===== config.mk =====
export PLATFORM = sky130hd
export DESIGN_NAME = sat_simd_unit
export DESIGN_NICKNAME = d
export VERILOG_FILES = /design/src/rtl/sat_simd_unit.sv
export SDC_FILE = /design/constraint.sdc
export NUM_CORES = 1
export LEC_CHECK = 0
export ABC_AREA = 1
export CORE_MARGIN = 2
export CORE_UTILIZATION = 34
export CTS_BUF_LIST = sky130_fd_sc_hd__clkbuf_8
export DETAILED_ROUTE_END_ITERATION = 8
export PLACE_DENSITY_LB_ADDON = 0.15
export SYNTH_ARGS = -nofsm -noshare
export SYNTH_HDL_FRONTEND = slang
export SYNTH_SLANG_ARGS = --single-unit

===== constraint.sdc =====
create_clock -name clk -period 1.7 [get_ports clk]
set_input_delay 0.34 -clock clk [delete_from_list [all_inputs] [get_ports clk]]
set_output_delay 0.34 -clock clk [all_outputs]
set_load 0.005 [all_outputs]

===== src/rtl/sat_simd_unit.sv =====
// sat_simd_unit: saturating ADD/SUB, lane-wise saturating PADD and a lane-sum reduction (RED).
// Define SAT_SIMD_RED_EN to build RED; without it op 11 completes in one cycle flagged as err.
module sat_simd_unit #(
  parameter int WIDTH  = 16,
  parameter int LANE_W = 4
) (
  input  logic                     clk,
  input  logic                     rst_n,
  input  logic                     in_valid,
  output logic                     in_ready,
  input  logic [1:0]               op,
  input  logic [WIDTH-1:0]         a,
  input  logic [WIDTH-1:0]         b,
  output logic                     out_valid,
  input  logic                     out_ready,
  output logic [WIDTH-1:0]         result,
  output logic                     ovfl,
  output logic [WIDTH/LANE_W-1:0]  lane_ovfl,
  output logic                     err
);

  localparam int NLANES = WIDTH / LANE_W;

  localparam logic [1:0] OP_ADD  = 2'b00;
  localparam logic [1:0] OP_SUB  = 2'b01;
  localparam logic [1:0] OP_PADD = 2'b10;
  localparam logic [1:0] OP_RED  = 2'b11;

  localparam logic [1:0] S_IDLE = 2'b00;
  localparam logic [1:0] S_HOLD = 2'b10;
`ifdef SAT_SIMD_RED_EN
  localparam logic [1:0] S_RED  = 2'b01;
  localparam int         CNT_W  = (NLANES > 1) ? $clog2(NLANES) : 1;
  localparam logic [CNT_W-1:0] CNT_LAST = CNT_W'(NLANES - 1);
`endif

  localparam logic [WIDTH-1:0]  WORD_MIN = WIDTH'(1) << (WIDTH - 1);
  localparam logic [LANE_W-1:0] LANE_MIN = LANE_W'(1) << (LANE_W - 1);

  if (WIDTH % LANE_W != 0) begin : g_bad_lane_w
    $error("sat_simd_unit: WIDTH must be a multiple of LANE_W");
  end

  // Full-width add/sub with clamp; returns {overflow, value}.
  function automatic logic [WIDTH:0] sat_addsub(input logic [WIDTH-1:0] x,
                                                input logic [WIDTH-1:0] y,
                                                input logic             sub);
    logic signed [WIDTH:0] xe;
    logic signed [WIDTH:0] ye;
    logic signed [WIDTH:0] s;
    xe = {x[WIDTH-1], x};
    ye = {y[WIDTH-1], y};
    s  = sub ? (xe - ye) : (xe + ye);
    if (s[WIDTH] != s[WIDTH-1])
      return {1'b1, (s[WIDTH] ? WORD_MIN : ~WORD_MIN)};
    return {1'b0, s[WIDTH-1:0]};
  endfunction

  // Independent per-lane add with clamp; returns {lane overflow flags, packed lanes}.
  function automatic logic [NLANES+WIDTH-1:0] sat_padd(input logic [WIDTH-1:0] x,
                                                       input logic [WIDTH-1:0] y);
    logic [WIDTH-1:0]       r;
    logic [NLANES-1:0]      lo;
    logic signed [LANE_W:0] xe;
    logic signed [LANE_W:0] ye;
    logic signed [LANE_W:0] s;
    r  = '0;
    lo = '0;
    for (int i = 0; i < NLANES; i++) begin
      xe = {x[i*LANE_W+LANE_W-1], x[i*LANE_W +: LANE_W]};
      ye = {y[i*LANE_W+LANE_W-1], y[i*LANE_W +: LANE_W]};
      s  = xe + ye;
      lo[i] = (s[LANE_W] != s[LANE_W-1]);
      if (lo[i])
        r[i*LANE_W +: LANE_W] = s[LANE_W] ? LANE_MIN : ~LANE_MIN;
      else
        r[i*LANE_W +: LANE_W] = s[LANE_W-1:0];
    end
    return {lo, r};
  endfunction

`ifdef SAT_SIMD_RED_EN
  function automatic logic signed [WIDTH-1:0] sext_lane(input logic [WIDTH-1:0] x,
                                                        input int               idx);
    logic signed [LANE_W-1:0] l;
    l = x[idx*LANE_W +: LANE_W];
    return WIDTH'(l);
  endfunction
`endif

  logic [1:0]              state;
  logic                    accept;
  logic [WIDTH:0]          addsub_res;
  logic [NLANES+WIDTH-1:0] padd_res;

  logic [WIDTH-1:0]        res_p1;
  logic                    ovfl_p1;
  logic [NLANES-1:0]       lane_ovfl_p1;
  logic                    err_p1;

  assign in_ready   = (state == S_IDLE);
  assign accept     = in_valid && in_ready;
  assign addsub_res = sat_addsub(a, b, op == OP_SUB);
  assign padd_res   = sat_padd(a, b);

`ifdef SAT_SIMD_RED_EN
  logic [WIDTH-1:0]        red_a_p0;
  logic [WIDTH-1:0]        red_b_p0;
  logic [CNT_W-1:0]        cnt_p0;
  logic signed [WIDTH-1:0] acc_p0;
  logic signed [WIDTH-1:0] lane_sum;

  assign lane_sum = sext_lane(red_a_p0, int'(cnt_p0)) + sext_lane(red_b_p0, int'(cnt_p0));

  // Stage 0: operands held for the whole reduction
  always_ff @(posedge clk) begin
    if (accept && op == OP_RED) begin
      red_a_p0 <= a;
      red_b_p0 <= b;
    end
  end

  // Counter parks on the last lane instead of wrapping; the FSM leaves RED there.
  always_ff @(posedge clk or negedge rst_n) begin
    if (!rst_n) begin
      acc_p0 <= '0;
      cnt_p0 <= '0;
    end else if (accept && op == OP_RED) begin
      acc_p0 <= '0;
      cnt_p0 <= '0;
    end else if (state == S_RED) begin
      acc_p0 <= acc_p0 + lane_sum;
      if (cnt_p0 != CNT_LAST)
        cnt_p0 <= cnt_p0 + CNT_W'(1);
    end
  end
`endif

  // Stage 1: registered result, held through HOLD until the consumer takes it
  always_ff @(posedge clk or negedge rst_n) begin
    if (!rst_n) begin
      state        <= S_IDLE;
      res_p1       <= '0;
      ovfl_p1      <= 1'b0;
      lane_ovfl_p1 <= '0;
      err_p1       <= 1'b0;
    end else begin
      case (state)
        S_IDLE: begin
          if (accept) begin
            case (op)
              OP_ADD, OP_SUB: begin
                res_p1       <= addsub_res[WIDTH-1:0];
                ovfl_p1      <= addsub_res[WIDTH];
                lane_ovfl_p1 <= '0;
                err_p1       <= 1'b0;
                state        <= S_HOLD;
              end
              OP_PADD: begin
                res_p1       <= padd_res[WIDTH-1:0];
                ovfl_p1      <= |padd_res[NLANES+WIDTH-1:WIDTH];
                lane_ovfl_p1 <= padd_res[NLANES+WIDTH-1:WIDTH];
                err_p1       <= 1'b0;
                state        <= S_HOLD;
              end
              OP_RED: begin
`ifdef SAT_SIMD_RED_EN
                state        <= S_RED;
`else
                res_p1       <= '0;
                ovfl_p1      <= 1'b0;
                lane_ovfl_p1 <= '0;
                err_p1       <= 1'b1;
                state        <= S_HOLD;
`endif
              end
            endcase
          end
        end
`ifdef SAT_SIMD_RED_EN
        S_RED: begin
          if (cnt_p0 == CNT_LAST) begin
            res_p1       <= acc_p0 + lane_sum;
            ovfl_p1      <= 1'b0;
            lane_ovfl_p1 <= '0;
            err_p1       <= 1'b0;
            state        <= S_HOLD;
          end
        end
`endif
        S_HOLD: begin
          if (out_ready)
            state <= S_IDLE;
        end
        default: state <= S_IDLE;
      endcase
    end
  end

  assign out_valid = (state == S_HOLD);
  assign result    = res_p1;
  assign ovfl      = ovfl_p1;
  assign lane_ovfl = lane_ovfl_p1;
  assign err       = err_p1;

endmodule

==> metrics.txt, run 1 <==
CP Data Arrival Time=2880 ps; crit path cell chain=buf_2 -> nor3_4 -> nand3_2 -> nand2_2 -> o21ai_4 -> nor2_2 -> nand4_1 -> nand2_1 -> xor2_1 -> ha_1 -> nand2_2 -> inv_2 -> a21oi_2 -> nand2_1 -> a21oi_2 -> nand2_2 -> nand2_4 -> nand3_4 -> nand2_1 -> inv_1 -> a21oi_2; top cells by area, synth=dfrtp_1, nand2_1, ha_1, inv_1, nand3_1; TritonCTS clock tree=built; die area=0.0106 mm2; H-tree lvl count=1; initial DRC count=134; Reg2Reg Depth=9; Die X=roughly 100 um; Peak Freq=0.372 GHz; Area Growth Syn to Fin=82.0%; Setup CP Type=in2reg; Synth cell types=35; FF+latch count, synth=23; commonest non-fill, non-tap cell in the layout=buf_4; Avg WL per Cell=~12 um; maximum clock path buffer count=2; Req. time, crit path=1900 ps; post-synthesis net count=roughly 600; antenna violations before repair=0; DRT Wirelength=10800 um; vias in the first global route=3808; Worst Tran Pin Value=334 ps; largest net degree at the start of global routing=24; top-area cell type share of the netlist area=~17%; Slew Limit Fails=0; starting density of the core=34.5%; row cnt=36; RSZ-0062 raised after global routing=true; first-pass GRT wire length=around 17000 um; Ys Warns=0; skew final=0.657 ps; PwrDens=approximately 650 mW/mm2; CP Capture Type=flip-flop; cts bufs inserted=3; post-synth top area cell=dfrtp_1; Peak supply drop=332 uV; Crit path max-delay family=simple AND/OR/NAND/NOR gates; Pleak=3.09 nW; setup slack, reg-to-reg=approximately 480 ps; run status=finished with violations; io pins=62; port buffer count=61; residual overflow from global routing=0; Pwr Total=between 3 and 4 mW; Syn Area/Cell=about 6.3 um2; # clock sinks=23; Post-synth EDFFs=0; most frequent cells in the layout=buf_4, nand2_1, inv_1; Buf+Inv Stages, Crit Path=3; critical path fanouts, max=8; Seq/Total Area, Yosys=approximately 17%; worst r2r dst=result[0]; gr usage total=approximately 20%; DRC viols=0; Nets=818; Max-slew headroom=77.5%; # diodes=0; Die H=103 um; share of cells above drive strength 1=47.4%; hold slack=between 400 and 500 ps; Hold-fix buffers, CTS=0; detailed-route via count=around 4000; final setup margin=-990 ps; Clk pin slew, worst setup/hold paths=80 ps; Final Wtd Congestion=0.852; fin crit share=158%; Hold Crit Class=in2async; Via density=4.64; Post-synth ARST share=100%; detailed-placement wirelength estimate=8250 um; DRT antenna net count=0; Fin. Hold Viols=0; Main synth FF type=dfrtp_1; crit path max-delay cell type=ha_1; CP max stage delay=between 200 and 300 ps; origin of the critical flop-to-flop path=state[1]; Critical Path Stages=21; post-synthesis cell count=524; Final setup viols=20; synthesized area=0.00332 mm2; pre-CTS setup slack=-1740 ps; drt first pass iters=4; Max Cap Viol=0; failing checks=setup timing; Worst Setup Start Kind=input port; minimum clock period=about 2700 ps; Root Driver=clkbuf_8; Clk Latency, worst-skew pair=~260 ps; core area=just under 0.01 mm2
metal layers:
layer  share of wire (%)  vias to the layer above  track usage, %
li1                    -                     2092               -
met1                  46                     1850            26.9
met2                  49                       85            36.7
met3                 3.2                       14           0.678
met4                 1.1                        0            2.94
met5                   0                        -               0
state kept, by name (all words and copies together), names as in the netlist:
| signal | count |
|---|---|
| err | 1 |
| state | 1 |
| ovfl | 1 |
| result | 16 |
| lane_ovfl | 4 |
metrics by stage:
stage	cells	TNS (ps)	instance area [um2]	util [%]
global route	870	-19280	6050	62.7
detailed placement	827	-31990	5070	52.6
floorplan	524	-14690	3450	-
finish	870	-16260	6050	62.7
global placement	827	-31100	5070	52.6
CTS	859	-16200	5700	59.2
area by class of cell:
class | count | area [um2]
fill | 868 | 3590
sequential | 23 | 576
clock buffer | 3 | 41.3
inverter | 87 | 352
clock inverter | 1 | 3.75
timing repair buffer | 215 | 1810
multi-input combinational | 408 | 3100
tap | 133 | 166
synthesized netlist by cell type, types with 2 or more instances:
| master | n |
|---|---|
| nand2_1 | 133 |
| inv_1 | 80 |
| nor2_1 | 55 |
| nand3_1 | 51 |
| ha_1 | 37 |
| a21oi_1 | 28 |
| dfrtp_1 | 23 |
| xor2_1 | 22 |
| o21ai_0 | 19 |
| nand2_2 | 12 |
| a21oi_2 | 9 |
| xnor2_1 | 8 |
| nand4_1 | 6 |
| clkbuf_1 | 5 |
| fa_1 | 5 |
| inv_2 | 5 |
| and2_1 | 3 |
| buf_6 | 2 |
| nor3_1 | 2 |
| nor3_2 | 2 |
| o21ai_1 | 2 |
| o21bai_1 | 2 |
timing repair:
action	CTS	global route
endpoints found under the setup margin	21	21
cloned	2	0
setup buffers	28	12
pin swaps	81	59
resized for setup	171	93
worst max-delay path by stage:
| stage | startpoint | to |
|---|---|---|
| final | b[2] | result[4] |
| after global placement | b[1] | result[3] |
| after CTS | b[1] | result[8] |
| after detailed placement | b[0] | result[8] |
| after global routing | b[2] | result[4] |
| after floorplan | b[1] | result[3] |
cell families (layout without fill, tap and decap cells):
group / count (synthesis) / after routing / synth area share (%)
compound gates: 64 / 64 / 11.1
xor+xnor: 30 / 30 / 7.91
fa+ha+maj: 42 / 42 / 16.9
buf+inv: 95 / 306 / 11.3
flops: 23 / 23 / 17.3
simple gates: 270 / 272 / 35.4
where the power goes:
group	internal (mW)	leakage, nW	switching, mW
registers	0.697	0.272	0.0867
clock network	0.161	0.0269	0.167
logic	1.46	2.79	1.37
(Power assumes the default switching activity.)
==> inputs of run 2 (changes only) <==
CAP_MARGIN = 20   (was not set)
CORE_UTILIZATION = 26   (was 34)
==> run 2 against run 1 <==
The flow still finishes with violations (setup timing). Setup slack better by 39 ps. Die area is 29% higher. Register-to-register slack worse by 30 ps. Clock-buffer cell count stayed put. Clock skew hardly changed. Sequential power hardly changed. Cell area is 3.4% lower. Power is 4.8% lower. Maximum frequency is 1.5% higher. Largest power group unchanged.
==> metrics.txt, run 2 (same netlist as run 1, synthesis figures left out) <==
Die H=117 um (+14%); Hold Crit Class=in2async; residual overflow from global routing=0 (unchanged); CP Capture Type=flip-flop; Pleak=3.03 nW (-2.1%); first-pass GRT wire length=17300 um (+0.77%); largest net degree at the start of global routing=24 (unchanged); pre-CTS setup slack=-1780 ps (-40.7 ps); Via density=4.27 (-8.1%); share of cells above drive strength 1=42.8% (-4.6 points); run status=finished with violations; row cnt=41 (+14%); Slew Limit Fails=0 (unchanged); cts bufs inserted=3 (unchanged); DRC viols=0 (unchanged); Hold-fix buffers, CTS=0 (unchanged); # diodes=0 (unchanged); area of the multi-input gates=0.00293 mm2 (-5.4%); TritonCTS clock tree=built; Final Wtd Congestion=0.850 (-0.20%); max reg flops=16 (unchanged); Max-slew headroom=67.8% (-9.7 points); CP Data Arrival Time=2850 ps (-30 ps); port buffer count=61 (unchanged); die area=0.0137 mm2 (+29%); commonest non-fill, non-tap cell in the layout=buf_4; Nets=808 (-1.2%); RSZ-0062 raised after global routing=true; gr usage total=15.7% (-4.3 points); Placed Cells=873 (+5.6%); setup_tns=-15990 ps (+265 ps); Max Cap Viol=0 (unchanged); Sequential Area=576 um2 (unchanged); antenna violations before repair=0 (unchanged); # clock sinks=23 (unchanged); PwrDens=643 mW/mm2 (-1.4%); Area Growth Syn to Fin=75.7%; io pins=62 (unchanged); Root Driver=clkbuf_8; post-route insts no fill=899 (+3.3%); drt first pass iters=5 (+1); Fin. Hold Viols=0 (unchanged); # fillers=1320 (+52%); detailed-route via count=3836 (-5.1%); skew final=0.651 ps (-0.00663 ps); Die X=117 um (+14%); Clk Latency, worst-skew pair=260 ps (about the same); starting density of the core=26.4% (-8.0 points); Worst Setup Start Kind=input port; Final Cell Area=0.00584 mm2 (-3.4%); DRT antenna net count=0 (unchanged); failing checks=setup timing; minimum clock period=2650 ps (-39.2 ps); Peak Freq=0.377 GHz (+1.5%); fin crit share=156% (-2.3 points); Setup CP Type=in2reg; DRT Wirelength=10600 um (-1.9%); Avg WL per Cell=11.8 um (-5.0%); Req. time, crit path=1900 ps (about the same); H-tree lvl count=1 (unchanged); dpl cell area=0.00517 mm2 (+2.0%); Final setup viols=19 (-5.0%); Worst Tran Pin Value=477 ps (+144 ps); maximum clock path buffer count=2 (unchanged); Clk pin slew, worst setup/hold paths=80 ps (about the same); Peak supply drop=248 uV (-25%); vias in the first global route=3758 (-1.3%); initial DRC count=114 (-15%); critical path fanouts, max=8 (unchanged); core area=0.0126 mm2 (+30%); detailed-placement wirelength estimate=8730 um (+5.9%); most frequent cells in the layout=buf_4, nand2_1, inv_1; final setup margin=-951 ps (+39.2 ps)
==> run 2: changes by cell type in the layout (fill, tap and decap cells not counted), sizes merged <==
cell           before  now
buf               164  151
clkbuf             12   11
clkdlybuf4s15       6    2
clkdlybuf4s50      29   34
dlygate4sd2         6    8
dlymetal6s2s        1    2
==> run 2: layer usage <==
| layer | global-route usage [%] | vias up | wire length [um] |
|---|---|---|---|
| li1 | - | 2076 | - |
| met1 | 21.6 | 1694 | 5040 |
| met2 | 26.9 | 52 | 5080 |
| met3 | 0.772 | 14 | 261 |
| met4 | 4.39 | 0 | 197 |
| met5 | 0 | - | 0 |
==> run 2: report_power, final <==
| part | total [mW] | internal, mW | leakage, nW | switching [mW] |
|---|---|---|---|---|
| Combinational | 2.64 | 1.36 | 2.73 | 1.27 |
| Clock | 0.333 | 0.161 | 0.0269 | 0.172 |
| Sequential | 0.786 | 0.698 | 0.272 | 0.0887 |
| Total | 3.76 | 2.22 | 3.03 | 1.53 |
==> run 2: layout make-up <==
class                   count  share of cell area, %
clock buffers               3                  0.707
clock inverters             1                 0.0643
inverters                  87                   5.98
multi-input cells         408                   50.2
flip-flops and latches     23                   9.86
well taps                 172                   3.69
repair buffers            205                   29.5
==> run 2: worst paths after layout <==
kind	slack (ps)	end	cells past startpoint	start
setup / recovery	-950	result[12]	18	op[0]
hold / removal	430	result[2]	2	rst_n
setup reg to reg	450	result[2]	9	state[1]
hold reg to reg	470	lane_ovfl[2]	2	lane_ovfl[2]
max in group asynchronous	1040	result[7]	2	rst_n
min in group clk	470	lane_ovfl[2]	2	lane_ovfl[2]
==> run 2: repair_timing <==
action | CTS | global route
buffers inserted | 12 | 10
resized for setup | 127 | 83
cloned | 2 | 0
pin swaps | 59 | 62
endpoints found under the setup margin | 21 | 21
==> run 2: metrics by stage <==
stage	util [%]	hold WS, ps	power [mW]
after global routing	46.5	448	4.09
after floorplan	-	44.4	1.93
after global placement	41.1	462	3.09
after CTS	44.5	436	3.65
final	46.5	426	3.76
after detailed placement	41.1	467	3.11
==> run 2: critical path: stages <==
cell,delay (ps)
dlygate4sd2_1,270
nand2_4,140
clkinv_4,90
buf_4,160
nor2_1,130
xor2_1,150
inv_1,50
ha_1,300
or2_0,220
nand3_1,110
nand2_2,90
a21oi_2,180
nand2_2,80
nand2_4,110
nand3_4,160
nand2_2,110
inv_2,40
a21oi_2,110
